## src/rtl/jtag_dtm.sv

```systemverilog
// RISC-V JTAG Debug Transport Module: oversampled TAP with IDCODE/DTMCS/DMI/BYPASS, DMI initiator.
// Optional DMI watchdog enabled by defining DTM_TIMEOUT_EN.
module jtag_dtm #(
    parameter int          ABITS          = 7,
    parameter logic [31:0] IDCODE         = 32'h1000_0001,
    parameter int          SYNC_STAGES    = 2,
    parameter int          TIMEOUT_CYCLES = 1024
) (
    input  logic             clk,
    input  logic             rst_n,
    input  logic             tck,
    input  logic             tms,
    input  logic             tdi,
    output logic             tdo,
    output logic             tdo_en,
    output logic             dmi_start,
    output logic [1:0]       dmi_op,
    output logic [ABITS-1:0] dmi_address,
    output logic [31:0]      dmi_wdata,
    input  logic [31:0]      dmi_rdata,
    input  logic             dmi_finish
);

    localparam int DMI_W = ABITS + 34;

    typedef enum logic [3:0] {
        TLR, RTI, SEL_DR, CAP_DR, SHIFT_DR, EXIT1_DR, PAUSE_DR, EXIT2_DR, UPD_DR,
        SEL_IR, CAP_IR, SHIFT_IR, EXIT1_IR, PAUSE_IR, EXIT2_IR, UPD_IR
    } tap_state_t;

    typedef enum logic [1:0] {D_IDLE, D_REQ, D_WAIT} dmi_state_t;

    logic [SYNC_STAGES-1:0] tck_sync, tms_sync, tdi_sync;
    logic                   tck_q;
    logic                   tck_s, tms_s, tdi_s, tck_rise, tck_fall;
    tap_state_t             tap_state, tap_next;
    dmi_state_t             dmi_state, dmi_next;
    logic [4:0]             ir, ir_shift;
    logic [DMI_W-1:0]       dr_shift, dr_capture, dr_shifted;
    logic [1:0]             dmistat;
    logic [31:0]            rdata_buf;
    logic                   sel_idcode, sel_dtmcs, sel_dmi, dmi_busy;
    logic                   upd_dtmcs, upd_dmi, cap_dmi;
    logic                   hard_reset, stat_clear, busy_hit, dmi_req, finish_ok, timeout_hit;

    always_ff @(posedge clk or negedge rst_n) begin
        if (!rst_n) begin
            tck_sync <= '0;
            tms_sync <= '0;
            tdi_sync <= '0;
            tck_q    <= 1'b0;
        end else begin
            tck_sync <= {tck_sync[SYNC_STAGES-2:0], tck};
            tms_sync <= {tms_sync[SYNC_STAGES-2:0], tms};
            tdi_sync <= {tdi_sync[SYNC_STAGES-2:0], tdi};
            tck_q    <= tck_sync[SYNC_STAGES-1];
        end
    end

    assign tck_s    = tck_sync[SYNC_STAGES-1];
    assign tms_s    = tms_sync[SYNC_STAGES-1];
    assign tdi_s    = tdi_sync[SYNC_STAGES-1];
    assign tck_rise = tck_s & ~tck_q;
    assign tck_fall = ~tck_s & tck_q;

    always_ff @(posedge clk or negedge rst_n) begin
        if (!rst_n) tap_state <= TLR;
        else        tap_state <= tap_next;
    end

    always_comb begin
        tap_next = tap_state;
        if (tck_rise) begin
            unique case (tap_state)
                TLR:      tap_next = tms_s ? TLR      : RTI;
                RTI:      tap_next = tms_s ? SEL_DR   : RTI;
                SEL_DR:   tap_next = tms_s ? SEL_IR   : CAP_DR;
                CAP_DR:   tap_next = tms_s ? EXIT1_DR : SHIFT_DR;
                SHIFT_DR: tap_next = tms_s ? EXIT1_DR : SHIFT_DR;
                EXIT1_DR: tap_next = tms_s ? UPD_DR   : PAUSE_DR;
                PAUSE_DR: tap_next = tms_s ? EXIT2_DR : PAUSE_DR;
                EXIT2_DR: tap_next = tms_s ? UPD_DR   : SHIFT_DR;
                UPD_DR:   tap_next = tms_s ? SEL_DR   : RTI;
                SEL_IR:   tap_next = tms_s ? TLR      : CAP_IR;
                CAP_IR:   tap_next = tms_s ? EXIT1_IR : SHIFT_IR;
                SHIFT_IR: tap_next = tms_s ? EXIT1_IR : SHIFT_IR;
                EXIT1_IR: tap_next = tms_s ? UPD_IR   : PAUSE_IR;
                PAUSE_IR: tap_next = tms_s ? EXIT2_IR : PAUSE_IR;
                EXIT2_IR: tap_next = tms_s ? UPD_IR   : SHIFT_IR;
                UPD_IR:   tap_next = tms_s ? SEL_DR   : RTI;
                default:  tap_next = TLR;
            endcase
        end
    end

    assign tdo_en     = (tap_state == SHIFT_IR) || (tap_state == SHIFT_DR);
    assign sel_idcode = (ir == 5'h01);
    assign sel_dtmcs  = (ir == 5'h10);
    assign sel_dmi    = (ir == 5'h11);
    assign dmi_busy   = (dmi_state != D_IDLE);

    // TAP actions fire on the tck rise that leaves the Capture/Update states.
    assign upd_dtmcs   = tck_rise && (tap_state == UPD_DR) && sel_dtmcs;
    assign upd_dmi     = tck_rise && (tap_state == UPD_DR) && sel_dmi;
    assign cap_dmi     = tck_rise && (tap_state == CAP_DR) && sel_dmi;
    assign hard_reset  = upd_dtmcs && dr_shift[17];
    assign stat_clear  = upd_dtmcs && (dr_shift[16] || dr_shift[17]);
    assign busy_hit    = (upd_dmi || cap_dmi) && dmi_busy;
    assign dmi_req     = upd_dmi && !dmi_busy && (dmistat == 2'd0) &&
                         ((dr_shift[1:0] == 2'd1) || (dr_shift[1:0] == 2'd2));
    assign finish_ok   = dmi_finish && (dmi_state == D_WAIT) && !hard_reset;

    always_comb begin
        dr_capture = '0;
        if (sel_idcode)
            dr_capture[31:0] = IDCODE;
        else if (sel_dtmcs)
            dr_capture[31:0] = {14'd0, 3'b000, 3'd1, dmistat, 6'(ABITS), 4'd1};
        else if (sel_dmi)
            dr_capture = {dmi_address, rdata_buf, (dmi_busy ? 2'd3 : dmistat)};
    end

    always_comb begin
        dr_shifted = {{(DMI_W-1){1'b0}}, tdi_s};
        if (sel_idcode || sel_dtmcs)
            dr_shifted = {{(DMI_W-32){1'b0}}, tdi_s, dr_shift[31:1]};
        else if (sel_dmi)
            dr_shifted = {tdi_s, dr_shift[DMI_W-1:1]};
    end

    always_ff @(posedge clk or negedge rst_n) begin
        if (!rst_n) begin
            ir       <= 5'h01;
            ir_shift <= '0;
            dr_shift <= '0;
            tdo      <= 1'b0;
        end else begin
            if (tap_state == TLR) ir <= 5'h01;
            if (tck_rise) begin
                case (tap_state)
                    CAP_IR:   ir_shift <= 5'b00001;
                    SHIFT_IR: ir_shift <= {tdi_s, ir_shift[4:1]};
                    UPD_IR:   ir       <= ir_shift;
                    CAP_DR:   dr_shift <= dr_capture;
                    SHIFT_DR: dr_shift <= dr_shifted;
                    default:  ;
                endcase
            end
            if (tck_fall) begin
                if (tap_state == SHIFT_IR)      tdo <= ir_shift[0];
                else if (tap_state == SHIFT_DR) tdo <= dr_shift[0];
                else                            tdo <= 1'b0;
            end
        end
    end

    // dmistat clears win over the sticky busy flag, which wins over a watchdog expiry.
    always_ff @(posedge clk or negedge rst_n) begin
        if (!rst_n) begin
            dmistat     <= 2'd0;
            rdata_buf   <= '0;
            dmi_op      <= 2'd0;
            dmi_address <= '0;
            dmi_wdata   <= '0;
        end else begin
            if (stat_clear)       dmistat <= 2'd0;
            else if (busy_hit)    dmistat <= 2'd3;
            else if (timeout_hit) dmistat <= 2'd2;
            if (finish_ok && (dmi_op == 2'd1)) rdata_buf <= dmi_rdata;
            if (dmi_req) begin
                dmi_address <= dr_shift[DMI_W-1:34];
                dmi_wdata   <= dr_shift[33:2];
                dmi_op      <= dr_shift[1:0];
            end
        end
    end

    always_ff @(posedge clk or negedge rst_n) begin
        if (!rst_n) dmi_state <= D_IDLE;
        else        dmi_state <= dmi_next;
    end

    always_comb begin
        dmi_next = dmi_state;
        if (hard_reset) begin
            dmi_next = D_IDLE;
        end else begin
            unique case (dmi_state)
                D_IDLE:  if (dmi_req) dmi_next = D_REQ;
                D_REQ:   dmi_next = D_WAIT;
                D_WAIT:  if (finish_ok || timeout_hit) dmi_next = D_IDLE;
                default: dmi_next = D_IDLE;
            endcase
        end
    end

    assign dmi_start = (dmi_state == D_REQ);

`ifdef DTM_TIMEOUT_EN
    localparam int CW = $clog2(TIMEOUT_CYCLES) + 1;
    logic [CW-1:0] wd_cnt;

    always_ff @(posedge clk or negedge rst_n) begin
        if (!rst_n)                   wd_cnt <= '0;
        else if (dmi_state == D_REQ)  wd_cnt <= '0;
        else if (dmi_state == D_WAIT) wd_cnt <= wd_cnt + CW'(1);
    end

    assign timeout_hit = (dmi_state == D_WAIT) && !dmi_finish && !hard_reset &&
                         (wd_cnt == CW'(TIMEOUT_CYCLES - 1));
`else
    assign timeout_hit = 1'b0;
`endif

endmodule
```

## config.mk

```make
export PLATFORM = sky130hd
export DESIGN_NAME = jtag_dtm
export DESIGN_NICKNAME = d
export VERILOG_FILES = /design/src/rtl/jtag_dtm.sv
export SDC_FILE = /design/constraint.sdc
export NUM_CORES = 1
export LEC_CHECK = 0
export ABC_AREA = 1
export CORE_MARGIN = 4
export CORE_UTILIZATION = 25
export DETAILED_ROUTE_END_ITERATION = 8
export HOLD_SLACK_MARGIN = 0.1
export SETUP_SLACK_MARGIN = 0.02
export SYNTH_ARGS = -nofsm -noshare
export SYNTH_HDL_FRONTEND = slang
export SYNTH_SLANG_ARGS = --single-unit
```

## constraint.sdc

```tcl
create_clock -name clk -period 4.2 [get_ports clk]
set_input_delay 0.63 -clock clk [delete_from_list [all_inputs] [get_ports clk]]
set_output_delay 0.63 -clock clk [all_outputs]
set_load 0.01 [all_outputs]
```

* Yosys cells after proc, flatten, opt, wreduce, memory -nomap -nowiden *
Index checks and enable logic that the tools add are counted.
Widths: inputs -> output; s select.

word-level totals
  output and inout bits = 44
  flip-flop bits (word level) = 140
  word-level logic and storage cells = 112
  bits of input ports = 38

operators by class
  muxes and demuxes = 34
  bitwise logic cells = 4
  equality and inequality tests = 25
  reductions and logical operators = 34

operators by type and width
  kind                number
  $mux 41             3
  $pmux 41 s2         1
  $mux 32             2
  $pmux 4 s12         1
  $eq 4x4->1 const B  8
  $mux 2              9
  $mux 9              2
  $eq 4x3->1 const B  4
  $mux 4              4
  $mux 5              3
  $logic_and 1x1->1   14
  $eq 5x5->1 const B  2
  $pmux 5 s2          1
  $eq 4x2->1 const B  2
  $reduce_bool 2->1   4
  $eq 2x1->1 const B  3
  $mux 3              2
  $ne 3x3->1 const B  2
  $pmux 2 s3          1
  $reduce_and 2->1    3
  $eq 5x1->1 const B  1
  $logic_or 1x1->1    5
  $mux 1              5
  $eq 2x2->1 const B  2
  8 further kinds     13

* Depth between registers and ports, before layout *
  word-level depth = 10
  gate-level depth with buffers = 11
  depth with buffers taken out = 10

* Worst setup path before layout *
No wires, ideal clock.

  path type = register to output
  start = reg tap_state[0]
  end = out tdo_en
  data required time = 3.570 ns
  buffers on the path = 3
  setup slack = 2.420 ns
  stages on the path, launching flop included = 7
  arrival time = 1.150 ns
  cell sequence = dfrtp_1 -> buf_4 -> nor2_2 -> nand2_1 -> buf_4 -> buf_2 -> nand2_1

between the ends
  longest elaborated chain between the ends = 2
  elaborated cells on any way between the ends = 3
  those cells by class = 2 x eq/ne; 1 x reduce/logical

RTL lines
  what                                      RTL line  source
  start: declaration                        36        tap_state_t tap_state, tap_next;
  start signal: assignment                  68        else tap_state <= tap_next;
  $eq 4x4->1 or $eq 4x3->1 (tied branches)  96        assign tdo_en = (tap_state == SHIFT_IR) || (tap_state == SHIFT_DR);
  $logic_or 1x1->1 *                        96
  end: declaration                          15        output logic tdo_en,

Every way passes the cells marked *; elsewhere a longest branch is shown, timed or not.

* Worst setup path in the final report *
Same ends and word-level chain as after synthesis.

==> impl_metrics.json <==
{
  "synthTopCellsByArea": "dfrtp_1, nand2_1, nand3_1",
  "post_cts_buffers": 0,
  "nNetsFinal": 890,
  "drt-total-wl_um": 17500,
  "syn_avg_cell_area_um2": 8.18,
  "finClkSkew_ns": 0.00656,
  "rows": 58,
  "core-area_mm2": 0.0253,
  "drc": 0,
  "rsz0062_at_grt": "no",
  "drt_iter0_markers": 308,
  "stdcell_area_mm2": 0.00811,
  "worstSkewPairLatency_ns": 0.42,
  "timing.fmax_mhz": 348,
  "grt_pass1_vias": 5462,
  "cts_tree": "done",
  "io_buffer_count": 81,
  "gp_congestion": 0.841,
  "finalHoldViolCount": 0,
  "placed_area_mm2": 0.00748,
  "yosysWarnings": 0,
  "power_leakage_nw": 3.89,
  "cts-resized-gates": 0,
  "cap_violations": 0,
  "dp_hpwl_um": 11700,
  "setup_tns_ns": 0,
  "whs_ns": 0.218,
  "slowest_delay_ns": 0.56,
  "critPathKind": "reg -> out",
  "synth_seq_cells": 139,
  "vias": 5502,
  "globalRouteTotalUtil": 0.127,
  "antennaDiodeCount": 0,
  "vdd.ir_drop.worst_mv": 0.227,
  "start_util": 0.254,
  "dieArea_mm2": 0.0283,
  "synth_top_area_frac": 0.538,
  "routedWlPerCell_um": 14.7,
  "async_flop_share": 1.00,
  "rrSetupSlack_ns": 1.50,
  "ys_types": 29,
  "cp-end-kind": "output port",
  "clock_path_buffers": 2,
  "status": "complete, no violations",
  "cp_max_fo": 16,
  "crit_arrival_ns": 2.24,
  "drive_gt1_frac": 0.0810,
  "worst_pin_slew_ns": 0.839,
  "netlist_instances": 785,
  "required_ns": 3.57,
  "synth_edf_count": 0,
  "postRouteAntennaNets": 0,
  "cts_hold_buf": 0,
  "antenna_found_initial": 0,
  "min_period_over_period": 0.683,
  "clock_sinks": 139,
  "io_pins": 82,
  "cpMostUsedCell": "nand2_1",
  "die_w_um": 168,
  "fin_crit_ns": 2.87,
  "grt_max_degree": 71,
  "hold_class": "in -> async",
  "final_common_cell": "nand2_1",
  "slowest_stage": "clkdlybuf4s50_1",
  "first_pass_iters": 4,
  "grt_overflow": 0,
  "ys.flop_type": "dfrtp_1",
  "clkTransAtPathRegs_ns": 0.06,
  "final_cell_mix": "nand2_1, dfrtp_1, clkdlybuf4s50_1",
  "finalSetupViolCount": 0,
  "cts-root-buf": "clkbuf_16",
  "htreeDepth": 4,
  "powerDensity_mw_per_mm2": 501,
  "via_per_inst": 4.61,
  "numCtsBuffers": 17,
  "slew-limit-headroom": 0.440,
  "final-max-slew-violation-count": 0,
  "yosysTopAreaCell": "dfrtp_1",
  "syn2layout_area_growth_pct": 26.2,
  "synthesis.nets": 823,
  "synth_area_mm2": 0.00642,
  "ys_seq_area_frac": 0.542,
  "path_cells": "nor2_2 > nand2_1 > nand2_1 > clkdlybuf4s50_1",
  "grt_pass1_wl_um": 29000,
  "die_h_um": 168,
  "startpoint_type": "flop"
}
==> cell usage after synthesis, types with 2 or more instances <==
cell        n
inv_2       8
nand3_1    56
nor2_4      4
buf_6       7
o21ai_1    12
buf_2      20
buf_4       6
o21ai_0    21
clkbuf_1    9
nand3_2     2
a21oi_1    55
inv_1      35
nand4_1    44
nor3_1      2
nand2_1   276
nand2_2     3
nor2_2      7
dfrtp_1   138
nor2_1     69
o211ai_1    2
==> per-layer routing <==
metal | share of wire | vias to the layer above | GRT usage | wire length (µm)
li1 | - | 2693 | - | -
met4 | 0.025 | 0 | 0.0483 | 441
met2 | 0.48 | 161 | 0.205 | 8350
met5 | 0 | - | 0 | 0
met1 | 0.45 | 2617 | 0.167 | 7860
met3 | 0.051 | 31 | 0.0305 | 902
==> worst paths after layout <==
check,start,to,cells past startpoint
max,tap_state[0],tdo_en,4
min,rst_n,tms_sync[0],1
max reg2reg,tap_state[0],dr_shift[29],8
min reg2reg,tck_sync[0],tck_sync[1],0
max in group asynchronous,rst_n,dmi_wdata[15],2
min in group clk,tck_sync[0],tck_sync[1],0
==> registers in the layout, summed over array words and instances, names as in the netlist <==
name,count
dmi_address,7
dmi_op,2
dmi_state,2
dmi_wdata,32
dmistat,1
dr_shift,41
ir,5
ir_shift,5
rdata_buf,32
tap_state,4
tck_q,1
tck_sync,2
tdi_sync,2
tdo,1
tms_sync,2
==> cell families (layout without fill, tap and decap cells) <==
logic type	after synthesis	in the layout	synth area share
buf+inv	86	165	0.0659
flops	139	139	0.542
simple gates	467	467	0.317
compound gates	92	92	0.0738
xor+xnor	1	1	0.00136
==> power by group <==
part / switching [mW] / internal, mW / total, mW
combinational: 0.516 / 0.237 / 0.753
clock: 0.575 / 1.02 / 1.60
sequential: 0.195 / 1.52 / 1.71
==> worst max-delay path: cells and delay by family (launching register included) <==
family | cells | cell delay, ns
simple gates | 3 | 0.76
flops | 1 | 0.49
buf+inv | 1 | 0.56
==> through the flow <==
| stage | utilization | setup slack, ns | cells | total power [mW] |
|---|---|---|---|---|
| 2_1_floorplan | - | 2.42 | 785 | 2.20 |
| 3_3_place_gp | 0.296 | 1.61 | 1163 | 2.47 |
| 3_5_place_dp | 0.296 | 1.54 | 1163 | 2.48 |
| 4_1_cts | 0.321 | 1.30 | 1194 | 4.09 |
| 5_1_grt | 0.321 | 1.16 | 1194 | 4.28 |
| 6_report | 0.321 | 1.33 | 1194 | 4.06 |
==> final cells by class <==
cell class | count | area [µm²]
fillers | 2637 | 17100
flip-flops and latches | 139 | 3480
multi-input cells | 560 | 2540
repair buffers | 90 | 880
clock buffers | 20 | 457
well taps | 330 | 413
clock inverters | 11 | 169
inverters | 44 | 165
Note: power is estimated with default switching activity, not from simulation.
